**src/rtl/pipe_stage_reg_if.sv**
```systemverilog
// Bundle of the stall/flush controls, upstream payload and registered outputs
// exchanged between a pipeline stage register and its surrounding stages.
interface pipe_stage_reg_if #(
  parameter int DATA_W  = 32,
  parameter int STALL_W = 6,
  parameter int CNT_W   = 16
);
  logic [STALL_W-1:0] stall;
  logic               flush;
  logic               in_valid;
  logic [DATA_W-1:0]  in_data;
  logic               in_ds_next;
  logic               cnt_clr;
  logic               out_valid;
  logic [DATA_W-1:0]  out_data;
  logic               out_ds;
  logic [CNT_W-1:0]   hold_cnt;
  logic [CNT_W-1:0]   bubble_cnt;

  modport master (
    output stall, flush, in_valid, in_data, in_ds_next, cnt_clr,
    input  out_valid, out_data, out_ds, hold_cnt, bubble_cnt
  );

  modport slave (
    input  stall, flush, in_valid, in_data, in_ds_next, cnt_clr,
    output out_valid, out_data, out_ds, hold_cnt, bubble_cnt
  );
endinterface

```
**src/rtl/pipe_stage_reg.sv**
```systemverilog
// Generic inter-stage pipeline register: payload + valid with load/bubble/hold/flush,
// registered delay-slot feedback and saturating hold/bubble counters.
module pipe_stage_reg #(
  parameter int              DATA_W    = 32,
  parameter logic [DATA_W-1:0] NOP_VALUE = '0,
  parameter int              STALL_W   = 6,
  parameter int              STAGE     = 2,
  parameter int              CNT_W     = 16
) (
  input  logic                 clk,
  input  logic                 rst,
  pipe_stage_reg_if.slave      i_bus
);

  if (STAGE < 0 || STAGE > STALL_W - 2) begin : g_bad_stage
    $error("pipe_stage_reg: STAGE must be in 0..STALL_W-2");
  end

  localparam logic [CNT_W-1:0] CNT_MAX = '1;

  logic              r_valid;
  logic [DATA_W-1:0] r_data;
  logic              r_ds;
  logic [CNT_W-1:0]  r_hold_cnt;
  logic [CNT_W-1:0]  r_bubble_cnt;

  logic w_stall_here;
  logic w_stall_next;
  logic w_load;
  logic w_bubble;
  logic w_hold;

  assign w_stall_here = i_bus.stall[STAGE];
  assign w_stall_next = i_bus.stall[STAGE+1];
  assign w_load       = !i_bus.flush && !w_stall_here;
  assign w_bubble     = !i_bus.flush &&  w_stall_here && !w_stall_next;
  assign w_hold       = !i_bus.flush &&  w_stall_here &&  w_stall_next;

  always_ff @(posedge clk) begin
    if (rst) begin
      r_valid      <= 1'b0;
      r_data       <= NOP_VALUE;
      r_ds         <= 1'b0;
      r_hold_cnt   <= '0;
      r_bubble_cnt <= '0;
    end else begin
      if (i_bus.flush) begin
        r_valid <= 1'b0;
        r_data  <= NOP_VALUE;
        r_ds    <= 1'b0;
      end else if (w_load) begin
        r_valid <= i_bus.in_valid;
        r_data  <= i_bus.in_valid ? i_bus.in_data : NOP_VALUE;
        r_ds    <= i_bus.in_ds_next;
      end else if (w_bubble) begin
        // delay-slot status is kept so it survives the stall
        r_valid <= 1'b0;
        r_data  <= NOP_VALUE;
      end

      if (i_bus.cnt_clr) begin
        r_hold_cnt   <= '0;
        r_bubble_cnt <= '0;
      end else begin
        if (w_hold && r_hold_cnt != CNT_MAX) begin
          r_hold_cnt <= r_hold_cnt + 1'b1;
        end
        if (w_bubble && r_bubble_cnt != CNT_MAX) begin
          r_bubble_cnt <= r_bubble_cnt + 1'b1;
        end
      end
    end
  end

  assign i_bus.out_valid  = r_valid;
  assign i_bus.out_data   = r_data;
  assign i_bus.out_ds     = r_ds;
  assign i_bus.hold_cnt   = r_hold_cnt;
  assign i_bus.bubble_cnt = r_bubble_cnt;

endmodule

```
**src/flat_wrapper.sv**
```systemverilog
// flat-port wrapper written by rule: the top's interface ports become plain ports
module pipe_stage_reg_flat 
#(
  parameter int              DATA_W    = 32,
  parameter logic [DATA_W-1:0] NOP_VALUE = '0,
  parameter int              STALL_W   = 6,
  parameter int              STAGE     = 2,
  parameter int              CNT_W     = 16
)
  (clk, rst, i_bus_stall, i_bus_flush, i_bus_in_valid, i_bus_in_data, i_bus_in_ds_next, i_bus_cnt_clr, i_bus_out_valid, i_bus_out_data, i_bus_out_ds, i_bus_hold_cnt, i_bus_bubble_cnt);
  pipe_stage_reg_if #(.DATA_W(DATA_W), .STALL_W(STALL_W), .CNT_W(CNT_W)) i_bus_i ();
  input  logic clk;
  input  logic rst;
  input wire logic [$bits(i_bus_i.stall)-1:0] i_bus_stall;
  input wire logic [$bits(i_bus_i.flush)-1:0] i_bus_flush;
  input wire logic [$bits(i_bus_i.in_valid)-1:0] i_bus_in_valid;
  input wire logic [$bits(i_bus_i.in_data)-1:0] i_bus_in_data;
  input wire logic [$bits(i_bus_i.in_ds_next)-1:0] i_bus_in_ds_next;
  input wire logic [$bits(i_bus_i.cnt_clr)-1:0] i_bus_cnt_clr;
  output wire logic [$bits(i_bus_i.out_valid)-1:0] i_bus_out_valid;
  output wire logic [$bits(i_bus_i.out_data)-1:0] i_bus_out_data;
  output wire logic [$bits(i_bus_i.out_ds)-1:0] i_bus_out_ds;
  output wire logic [$bits(i_bus_i.hold_cnt)-1:0] i_bus_hold_cnt;
  output wire logic [$bits(i_bus_i.bubble_cnt)-1:0] i_bus_bubble_cnt;
  assign i_bus_i.stall = i_bus_stall;
  assign i_bus_i.flush = i_bus_flush;
  assign i_bus_i.in_valid = i_bus_in_valid;
  assign i_bus_i.in_data = i_bus_in_data;
  assign i_bus_i.in_ds_next = i_bus_in_ds_next;
  assign i_bus_i.cnt_clr = i_bus_cnt_clr;
  assign i_bus_out_valid = i_bus_i.out_valid;
  assign i_bus_out_data = i_bus_i.out_data;
  assign i_bus_out_ds = i_bus_i.out_ds;
  assign i_bus_hold_cnt = i_bus_i.hold_cnt;
  assign i_bus_bubble_cnt = i_bus_i.bubble_cnt;
  pipe_stage_reg #(.DATA_W(DATA_W), .NOP_VALUE(NOP_VALUE), .STALL_W(STALL_W), .STAGE(STAGE), .CNT_W(CNT_W)) u_core (.clk(clk), .rst(rst), .i_bus(i_bus_i));
endmodule
```
**config.mk**
```make
export PLATFORM = sky130hd
export DESIGN_NAME = pipe_stage_reg_flat
export DESIGN_NICKNAME = d
export VERILOG_FILES = /design/src/rtl/pipe_stage_reg_if.sv /design/src/rtl/pipe_stage_reg.sv /design/src/flat_wrapper.sv
export SDC_FILE = /design/constraint.sdc
export NUM_CORES = 1
export LEC_CHECK = 0
export ABC_AREA = 1
export CORE_MARGIN = 5
export CORE_UTILIZATION = 34
export DETAILED_ROUTE_END_ITERATION = 8
export PLACE_DENSITY = 0.63
export SLEW_MARGIN = 20
export SYNTH_ARGS = -nofsm -noshare
export SYNTH_HDL_FRONTEND = slang
export SYNTH_SLANG_ARGS = --single-unit
export TNS_END_PERCENT = 10
```
**constraint.sdc**
```tcl
create_clock -name clk -period 1.4 [get_ports clk]
set_input_delay 0.14 -clock clk [delete_from_list [all_inputs] [get_ports clk]]
set_output_delay 0.14 -clock clk [all_outputs]
set_load 0.02 [all_outputs]
```
==> results list <==
- Across the run, the number of max-cap violations was 0.
- Worst Tran Pin Value: between 0.4 and 0.5 ns
- The number of antenna diodes in the final layout is 0.
* Iteration count of the initial detailed-routing pass: 5
- Root cell of the clock tree: clkbuf_8
* CP Capture Type: flip-flop
* Site row count: 34
- Cells with a size suffix above 1 make up 23.8% of the layout.
* Element type at the critical path start: flip-flop
- Grouping stages by cell kind, the critical path spends the most delay in flip-flops.
- Most frequently used cell type in the post-synthesis netlist: nor2_1
* Maximum number of buffers from clock root to sink: 2
* Worst hold stages: 3
- Of the total power, the share spent switching nets is 24.7%.
* Leakage power figure: 0.00225 uW
* Critical Path RT: 1.63 ns
- The tree built by TritonCTS fans out to 66 sinks.
- The number of cells on the worst reg-to-reg path is 7.
- The critical path is of the flip-flop to flip-flop type.
- Post-route core utilization: 56.6%
- P_sw: just over 900 uW
- Clock tree from TritonCTS: done
* Final count of hold timing violations: 0
* WP buf/inv: 2
* Mean routed wirelength per cell: 12.9 microns
* Width of the chip: around 100 microns
- Mean instance size in the synthesized netlist: 7.10 sq um
* Number of global-route vias before repair: 3318
- Critical path fanouts, max: 14
* I/O Pins: 110
* Total negative slack: 0 ns
- Clock-pin slew was measured on the worst setup and hold paths at 0.08 ns.
- The number of pins exceeding their max-slew limit in the final report came to 0.
- At the end of routability-driven placement, the weighted congestion stood at approximately 0.81.
- The initial utilization of the core area, before any placement, comes to 35.0%.
- IO Port Bufs: 105
* Achievable Freq: between 700 and 800 MHz
* P&R area growth vs syn: 61.8%
* Number of CTS-inserted buffers: 9
- The cell area that synthesis handed to floorplanning was 3050 sq um.
- Max-slew headroom at the worst pin: 70.8%
* Instance area at placement: ~4700 sq um
- Overall routed net length: 9140 microns
- Worst hold path type: primary input to flip-flop
* Worst stage delay on the critical path: 0.35 ns
- The most used flip-flop cell after synthesis is dfxtp_1.
- Post-route clock skew: 0.00553 ns
- Cell count along the critical path: 7
* Global-route wire length before repair: roughly 15000 microns
- Combinational fraction of design power: approximately a tenth
- The initial antenna violation count came to 1.
- For the finished layout, the period the worst path requires is 1.31 ns.
* Final hold slack: 0.277 ns
* Sequential fraction of the synthesis area: between 40% and 50%
* Area inside the core boundary: 8720 sq um
- In this run, synthesis produced a sequential element count of between 60 and 70.
- Maximum vdd drop: 0.504 mV
- Chip Height: between 100 and 150 microns
- Number of endpoints failing setup at the final stage: 0
- Portion of synthesized cell area occupied by the leading cell type: 43.3%
* Clk pwr share: 38.3%
- YS warnings: 0
* Initial detailed-routing violation count: ~120
- Largest area contributor in the synthesized netlist: dfxtp_1
- Among all stages on the critical path, the largest delay is contributed by dfxtp_4.
- Of the total power, registers draw 51.6%.
- Fraction of registers with async set/reset: 0%
- Nets in the synthesized netlist: 476
- In the final design database the tool counted 642 nets.
- Number of remaining DRC errors: 0
- The die covers 11000 sq um.
- Setup repair after global routing could not meet its margin everywhere.
- By area the synthesized netlist is led by dfxtp_1 (43%), nor2_1 (14%), nand2_1 (10%), a22oi_1 (7.6%), nand3_1 (5.9%).
* Synth cell types: 26
- The synthesized design contains 0 enable-type register cells.
* Cell-by-cell trace of the critical path: ha_2 -> inv_1 -> nor2_2 -> nand4_2 -> buf_12 -> a21oi_1 -> nor2_1
* P per Cell Area: 744 nW/um^2
- Total vias in the final route: 3368
* Maximum number of pins on one net before global-route repair: 35
- Once layout is done, the placed cells without fillers occupy 4940 sq um.
- Most frequent cells after synthesis: nor2_1 (114), nand2_1 (84), dfxtp_1 (66)
- Data arrives at the worst endpoint at 1.54 ns.
- Remaining antenna violation count after routing: 0
- The H-tree was split into 3 levels.
- # hold bufs at CTS: 0
- Total Routing Usage GR: 16.3%
- The run finished with clean final reports.
* Dpl hpwl: roughly 6900 microns
- Clock latency on the worst-skew pair: 0.33 ns
- Int Pwr: 2770 uW
- Mean number of vias per cell: between 4 and 5
- After layout, the worst path uses between 90% and 100% of the clock period.
- Total overflow reported by the global router: 0
- Cells after synthesis: 430
-- final timing paths --
check                                endpoint                  startpoint  slack [ns]
hold reg to reg        u_core.i_bus.out_valid      u_core.i_bus.out_valid        0.46
hold / removal            u_core.i_bus.out_ds              i_bus_stall[2]        0.28
setup reg to reg  u_core.i_bus.bubble_cnt[15]  u_core.i_bus.bubble_cnt[0]        0.09
setup / recovery  u_core.i_bus.bubble_cnt[15]  u_core.i_bus.bubble_cnt[0]        0.09
-- cells by family (layout without fill, tap and decap cells) --
kind of cell	after synthesis	in the layout	synth area share, %
AND/OR/NAND/NOR	251	252	35.3
buffers and inverters	50	220	7.83
AO/OA/AOI/OAI	60	60	12.5
adder cells (fa/ha/maj)	2	2	0.820
flip-flops	66	66	43.3
XOR/XNOR	1	1	0.287
-- cells in the final DEF, fill, tap and decap left out, types with 2 or more instances in the layout --
| master | count |
|---|---|
| nand2_2 | 6 |
| inv_1 | 33 |
| buf_4 | 57 |
| dlygate4sd2_1 | 66 |
| a21oi_1 | 24 |
| nand2_1 | 78 |
| buf_6 | 2 |
| dfxtp_2 | 18 |
| nand3_1 | 36 |
| dfxtp_4 | 3 |
| clkdlybuf4s50_1 | 38 |
| a22oi_1 | 30 |
| clkinv_2 | 3 |
| o21ai_0 | 3 |
| clkbuf_8 | 10 |
| clkinvlp_4 | 2 |
| nor2_4 | 9 |
| nand4_1 | 3 |
| nor3_1 | 2 |
| nor2_1 | 95 |
| nor2_2 | 17 |
| buf_12 | 6 |
| dfxtp_1 | 45 |
-- area by class of cell --
cell class	count	area (sq um)
fillers	855	3780
multi-input cells	315	1610
repair buffers	170	1540
flip-flops and latches	66	1360
clock buffers	11	141
well taps	108	135
inverters	34	128
clock inverters	5	30.0
-- flip-flops by register name (all words and copies together), names as in the netlist --
| signal | cells |
|---|---|
| u_core.i_bus.bubble_cnt | 16 |
| u_core.i_bus.hold_cnt | 16 |
| u_core.i_bus.out_data | 32 |
| u_core.i_bus.out_ds | 1 |
| u_core.i_bus.out_valid | 1 |
-- tightest hold or removal path: cells and delay by family --
family	cells	cell delay, ns
buffers and inverters	1	0.18
AOI/OAI and AO/OA	2	0.24
-- stage by stage --
step | setup WS, ns | cells | power, uW
floorplan | 0.00578 | 430 | 2100
global placement | -0.375 | 690 | 2300
detailed placement | -0.412 | 690 | 2300
CTS | -0.0406 | 706 | 3700
global route | -0.0443 | 709 | 3850
finish | 0.0856 | 709 | 3670
-- repair_timing --
| item | 4_1_cts | 5_1_grt |
|---|---|---|
| endpoints found under the setup margin | 100 | 61 |
| endpoints found under the hold margin | 0 | 0 |
| resized for setup | 68 | 37 |
| gates cloned | 0 | 1 |
| buffers inserted | 0 | 2 |
| pin swaps | 2 | 9 |
-- power by group through the flow --
stage	Clock [uW]	Combinational [uW]	Sequential, uW
after CTS	1450	353	1890
after global placement	0	358	1940
after global routing	1550	404	1900
final	1410	371	1900
after detailed placement	0	362	1940
after floorplan	0	138	1960
-- metal layers --
layer	wire length (microns)	track usage [%]	up-vias
met4	142	5.39	2
met1	3960	20.0	1548
met3	504	4.75	16
met5	13	0	-
li1	-	-	1731
met2	4520	27.2	71
No activity file was read; power rests on OpenSTA's default activity.
